`src/rtl/life_controller.sv`:
```
// rtl/life_controller.sv - Game of Life sequencing controller
// Debounces the board buttons and drives the datapath mode, program and commit strobes.
module life_controller #(
  parameter int NUM_CELLS       = 49,
  parameter int DEBOUNCE_CYCLES = 250000,
  parameter int GEN_PERIOD      = 25000000,
  parameter int CW              = $clog2(NUM_CELLS + 1)
) (
  input  logic          clka,
  input  logic          rst,
  input  logic          btn0_raw,
  input  logic          btn1_raw,
  input  logic          btn_start_raw,
  input  logic          btn_pause_raw,
  input  logic          btn_clear_raw,
  output logic [1:0]    state,
  output logic          prog0,
  output logic          prog1,
  output logic          commit,
  output logic          stop,
  output logic [CW-1:0] cell_cnt,
  output logic [15:0]   gen_count,
  output logic          paused
);

  localparam int DW = $clog2(DEBOUNCE_CYCLES + 1);
  localparam int TW = $clog2(GEN_PERIOD + 1);
  localparam logic [DW-1:0] DB_LAST   = DW'(DEBOUNCE_CYCLES - 1);
  localparam logic [TW-1:0] T_LAST    = TW'(GEN_PERIOD - 1);
  localparam logic [CW-1:0] CELLS_MAX = CW'(NUM_CELLS);

  typedef enum logic [2:0] {
    S_IDLE, S_PROG, S_WAIT, S_EVAL, S_COMMIT, S_PAUSE
  } state_t;

  logic [4:0]    w_raw;
  logic [4:0]    r_sync1;
  logic [4:0]    r_sync2;
  logic [4:0]    r_level;
  logic [4:0]    r_pulse;
  logic [DW-1:0] r_db_cnt [5];

  logic w_p0, w_p1, w_pstart, w_ppause, w_pclear;

  state_t        r_st, w_st_nxt;
  logic [1:0]    r_state_code, w_state_code_nxt;
  logic          r_prog0, w_prog0_nxt;
  logic          r_prog1, w_prog1_nxt;
  logic          r_commit, w_commit_nxt;
  logic          r_stop, w_stop_nxt;
  logic [CW-1:0] r_cell_cnt, w_cell_cnt_nxt;
  logic [15:0]   r_gen_count, w_gen_count_nxt;
  logic          r_paused, w_paused_nxt;
  logic [TW-1:0] r_timer, w_timer_nxt;
  logic          r_step, w_step_nxt;

  assign w_raw = {btn_clear_raw, btn_pause_raw, btn_start_raw, btn1_raw, btn0_raw};

  // Level flips only after DEBOUNCE_CYCLES consecutive samples disagreeing with it;
  // the pulse fires on the same edge a rising flip is accepted.
  always_ff @(posedge clka or posedge rst) begin
    if (rst) begin
      r_sync1 <= '0;
      r_sync2 <= '0;
      r_level <= '0;
      r_pulse <= '0;
      for (int i = 0; i < 5; i++) r_db_cnt[i] <= '0;
    end else begin
      r_sync1 <= w_raw;
      r_sync2 <= r_sync1;
      for (int i = 0; i < 5; i++) begin
        r_pulse[i] <= 1'b0;
        if (r_sync2[i] == r_level[i]) begin
          r_db_cnt[i] <= '0;
        end else if (r_db_cnt[i] == DB_LAST) begin
          r_db_cnt[i] <= '0;
          r_level[i]  <= r_sync2[i];
          r_pulse[i]  <= r_sync2[i];
        end else begin
          r_db_cnt[i] <= r_db_cnt[i] + 1'b1;
        end
      end
    end
  end

  assign w_p0     = r_pulse[0];
  assign w_p1     = r_pulse[1];
  assign w_pstart = r_pulse[2];
  assign w_ppause = r_pulse[3];
  assign w_pclear = r_pulse[4];

  always_ff @(posedge clka or posedge rst) begin
    if (rst) begin
      r_st         <= S_IDLE;
      r_state_code <= 2'b00;
      r_prog0      <= 1'b0;
      r_prog1      <= 1'b0;
      r_commit     <= 1'b0;
      r_stop       <= 1'b0;
      r_cell_cnt   <= '0;
      r_gen_count  <= '0;
      r_paused     <= 1'b0;
      r_timer      <= '0;
      r_step       <= 1'b0;
    end else begin
      r_st         <= w_st_nxt;
      r_state_code <= w_state_code_nxt;
      r_prog0      <= w_prog0_nxt;
      r_prog1      <= w_prog1_nxt;
      r_commit     <= w_commit_nxt;
      r_stop       <= w_stop_nxt;
      r_cell_cnt   <= w_cell_cnt_nxt;
      r_gen_count  <= w_gen_count_nxt;
      r_paused     <= w_paused_nxt;
      r_timer      <= w_timer_nxt;
      r_step       <= w_step_nxt;
    end
  end

  always_comb begin
    w_st_nxt        = r_st;
    w_prog0_nxt     = 1'b0;
    w_prog1_nxt     = 1'b0;
    // every program strobe is followed by its grid-update strobe
    w_commit_nxt    = r_prog0 | r_prog1;
    w_stop_nxt      = 1'b0;
    w_cell_cnt_nxt  = r_cell_cnt;
    w_gen_count_nxt = r_gen_count;
    w_timer_nxt     = r_timer;
    w_step_nxt      = r_step;

    if (w_pclear) begin
      w_st_nxt        = S_IDLE;
      w_stop_nxt      = 1'b1;
      w_commit_nxt    = 1'b0;
      w_cell_cnt_nxt  = '0;
      w_gen_count_nxt = '0;
      w_timer_nxt     = '0;
      w_step_nxt      = 1'b0;
    end else begin
      case (r_st)
        S_IDLE: begin
          if (w_pstart) begin
            w_st_nxt       = S_PROG;
            w_cell_cnt_nxt = '0;
          end
        end
        S_PROG: begin
          if (w_pstart) begin
            w_st_nxt    = S_WAIT;
            w_timer_nxt = '0;
          end else if (r_commit && (r_cell_cnt == CELLS_MAX)) begin
            w_st_nxt    = S_WAIT;
            w_timer_nxt = '0;
          end else if ((w_p0 ^ w_p1) && (r_cell_cnt != CELLS_MAX)) begin
            w_prog0_nxt    = w_p0;
            w_prog1_nxt    = w_p1;
            w_cell_cnt_nxt = r_cell_cnt + 1'b1;
          end
        end
        S_WAIT: begin
          if (w_ppause) begin
            w_st_nxt    = S_PAUSE;
            w_timer_nxt = '0;
          end else if (r_timer == T_LAST) begin
            w_st_nxt    = S_EVAL;
            w_timer_nxt = '0;
          end else begin
            w_timer_nxt = r_timer + 1'b1;
          end
        end
        S_EVAL: begin
          w_st_nxt        = S_COMMIT;
          w_commit_nxt    = 1'b1;
          w_gen_count_nxt = r_gen_count + 16'd1;
        end
        S_COMMIT: begin
          if (r_step) begin
            w_st_nxt   = S_PAUSE;
            w_step_nxt = 1'b0;
          end else begin
            w_st_nxt    = S_WAIT;
            w_timer_nxt = '0;
          end
        end
        S_PAUSE: begin
          if (w_ppause) begin
            w_st_nxt    = S_WAIT;
            w_timer_nxt = '0;
          end else if (w_pstart) begin
            w_st_nxt   = S_EVAL;
            w_step_nxt = 1'b1;
          end
        end
        default: w_st_nxt = S_IDLE;
      endcase
    end
  end

  always_comb begin
    w_state_code_nxt = 2'b11;
    case (w_st_nxt)
      S_IDLE:  w_state_code_nxt = 2'b00;
      S_PROG:  w_state_code_nxt = 2'b01;
      S_EVAL:  w_state_code_nxt = 2'b10;
      default: w_state_code_nxt = 2'b11;
    endcase
  end

  assign w_paused_nxt = (w_st_nxt == S_PAUSE) || w_step_nxt;

  assign state     = r_state_code;
  assign prog0     = r_prog0;
  assign prog1     = r_prog1;
  assign commit    = r_commit;
  assign stop      = r_stop;
  assign cell_cnt  = r_cell_cnt;
  assign gen_count = r_gen_count;
  assign paused    = r_paused;

endmodule

```
`config.mk`:
```
export PLATFORM = sky130hd
export DESIGN_NAME = life_controller
export DESIGN_NICKNAME = d
export VERILOG_FILES = /design/src/rtl/life_controller.sv
export SDC_FILE = /design/constraint.sdc
export NUM_CORES = 1
export LEC_CHECK = 0
export CAP_MARGIN = 10
export CELL_PAD_IN_SITES_DETAIL_PLACEMENT = 1
export CELL_PAD_IN_SITES_GLOBAL_PLACEMENT = 1
export CORE_UTILIZATION = 52
export DETAILED_ROUTE_END_ITERATION = 8
export PLACE_DENSITY_LB_ADDON = 0.1
export REMOVE_ABC_BUFFERS = 1
export SLEW_MARGIN = 15
export SYNTH_ARGS = -nofsm -noshare
export SYNTH_HDL_FRONTEND = slang
export SYNTH_SLANG_ARGS = --single-unit
export TNS_END_PERCENT = 50
```
`constraint.sdc`:
```
create_clock -name clka -period 14.6 [get_ports clka]
set_clock_uncertainty 0.15 [all_clocks]
set_input_delay 2.19 -clock clka [delete_from_list [all_inputs] [get_ports clka]]
set_output_delay 2.19 -clock clka [all_outputs]
set_load 0.01 [all_outputs]
```
==> reports/metrics.cfg <==
[status]
status=finished clean

[setup_path]
r2r-start=r_pulse[4]$_DFF_PP0_
startpoint_type=input port
reg2regPathDepth=5
path_class=input port to async pin
crit_arrival_ns=4.24
cp-end-kind=async pin
r2r_end=r_timer[23]$_DFFE_PP0P_
worstPathRequired_ns=14.84
cp_max_fo=85
reg2reg_slack_ns=11.58

[final_layout]
finalInstanceArea_mm2=0.00915
syn_to_final_growth_pct=13.3
layout-drive-gt1-share=0.0624
antenna_cells=0
fin_nets=852
nFillCells=1661
utilization=0.602
fin_cells=1037
regArea_mm2=0.00420
multi_input_area_mm2=0.00374
final_cell_mix=168 x dfrtp_1, 134 x nor2_1, 61 x nand2_1, 53 x nand3_1, 53 x xor2_1
layout_commonest_cell=dfrtp_1

[timing]
slew-limit-headroom=0.298
setup_viol=0
worst_pin_slew_ns=1.05
setup_tns_ns=0
hold_viol=0
slew_viol_final=0
hold_ws_ns=0.198
fin_ws_ns=10.60
rsz0062_at_grt=no
finalCritPeriodShare=0.274
fin_crit_ns=4.00
max_freq_mhz=250

[clock_network]
cts_buffers=17
htree_levels=4
cts_resized=0
postCtsHoldBufs=0
cts_tree=yes
worst_skew_pair.late_latency_ns=0.43
clk_pin_slew_ns=0.06
root_buffer=clkbuf_16
cts_setup_buffers=0
cts_sinks=168
clk_path_buf_depth=2

[power]
p_clk_frac=0.467
p_int_mw=0.725
swShare=0.222
power_density_mw_per_mm2=102
p_leak_nw=3.87
power_switching_mw=0.206
p_comb_frac=0.023
power_mw=0.931
p_seq_frac=0.510
ir_drop_mv=0.0848

[floorplan]
die_x_um=127
fp.dieH_um=127
rows=45
initial_utilization=0.531
io_pins=36
core_mm2=0.0152
die_area_mm2=0.0160

[route]
drc=0
ant_nets=0
drtPass1Iterations=4
num_vias=6099
viasPerCell=5.88
drtIter0Drc=372
routedWlPerCell_um=18.2
routed_wl_um=18900

[global_route]
grt_max_degree=86
grt_usage=0.259
gr-total-overflow=0
grt_pass1_wl_um=32700
antenna_found_initial=0
grt_pass1_vias=6625

[synth]
synthAdderAreaFrac=0.0139
synth_cell_type_count=58
synthSimpleGateAreaFrac=0.253
synth_edf_count=0
synth_compound_area_frac=0.0703
synth_mux_area_frac=0.0158
syn-instance-count=799
synth_top_family_by_area=simple AND/OR/NAND/NOR gates
synth_warnings=0
synthFlopType=dfrtp_1
async_flop_share=1.00
synthXorXnorAreaFrac=0.110
synth_seq_area_share=0.521
ys_ff_latch=168
synth.avg_cell_area_um2=10.1
synthesis.area_mm2=0.00808

[run]
drv_cap=0

[placed_design]
io_buffers=35
pre_cts_slack_ns=10.04
hpwl_um=12900
placed_cells=1005
place.gp.congestion=0.829
place_area_mm2=0.00858

[hold_path]
min_from=r_sync1[3]$_DFF_PP0_
min_path_type=register to register
hold_path_depth=0
hold_end=r_sync2[3]$_DFF_PP0_

==> how the worst max path moves through the flow <==
| stage | cells past startpoint | endpoint | from |
|---|---|---|---|
| final | 3 | r_timer[4]$_DFFE_PP0P_ | rst |
| after global placement | 3 | r_db_cnt[53]$_DFF_PP0_ | rst |
| after floorplan | 1 | cell_cnt[0]$_DFFE_PP0P_ | rst |
| after CTS | 3 | r_db_cnt[53]$_DFF_PP0_ | rst |
| after global routing | 3 | r_db_cnt[53]$_DFF_PP0_ | rst |
| after detailed placement | 3 | r_db_cnt[36]$_DFF_PP0_ | rst |
==> critical path, stage by stage <==
cell and delay [ns]:
clkdlybuf4s50_1 0.47, inv_6 0.55, buf_4 0.94
==> cell type report <==
type,instances,area share
inverters,11,0.00506
flip-flops and latches,168,0.459
repair buffers,36,0.0391
multi-input cells,602,0.408
clock inverters,9,0.00998
clock buffers,23,0.0522
well taps,188,0.0257
==> flip-flops by register name, indices dropped and copies added, names as in the netlist <==
name,count
prog1,1
r_timer,25
paused,1
r_step,1
r_level,5
cell_cnt,6
prog0,1
r_sync1,5
r_pulse,5
r_sync2,5
r_st,3
r_db_cnt,90
commit,1
stop,1
state,2
gen_count,16
==> synthesized netlist by cell type (14+ instances only) <==
cell type / instances / area, um2
a21oi_1: 19 / 95.1
and3_1: 15 / 93.8
dfrtp_1: 168 / 4200
nand2_1: 61 / 229
nand3_1: 53 / 265
nand4_1: 24 / 150
nor2_1: 134 / 503
nor3_1: 25 / 125
o21ai_0: 18 / 90.1
or3_1: 14 / 87.6
xnor2_1: 48 / 420
xor2_1: 53 / 464
==> metal layers <==
metal  GRT usage  wire length (um)  up-vias
li1            -                 -     2876
met1       0.320              8250     3102
met2       0.448              9770       87
met3      0.0468               431       34
met4       0.108               435        0
met5           0                 0        -
==> kinds of logic (layout without fill, tap and decap cells) <==
kind of cell,count (synthesis),in the layout
and+or+nand+nor,401,401
buffers and inverters,29,79
adders and majority gates,9,9
AOI/OAI and AO/OA,79,79
muxes,12,12
DFF,168,168
xor gates and xnor gates,101,101
==> power groups by stage <==
stage               Clock [mW]  Sequential [mW]  Combinational [mW]
detailed placement           0            0.483              0.0226
global route             0.457            0.475              0.0253
CTS                      0.443            0.475              0.0228
floorplan                    0            0.482              0.0144
finish                   0.435            0.475              0.0216
global placement             0            0.483              0.0209
No activity file was read; power rests on OpenSTA's default activity.
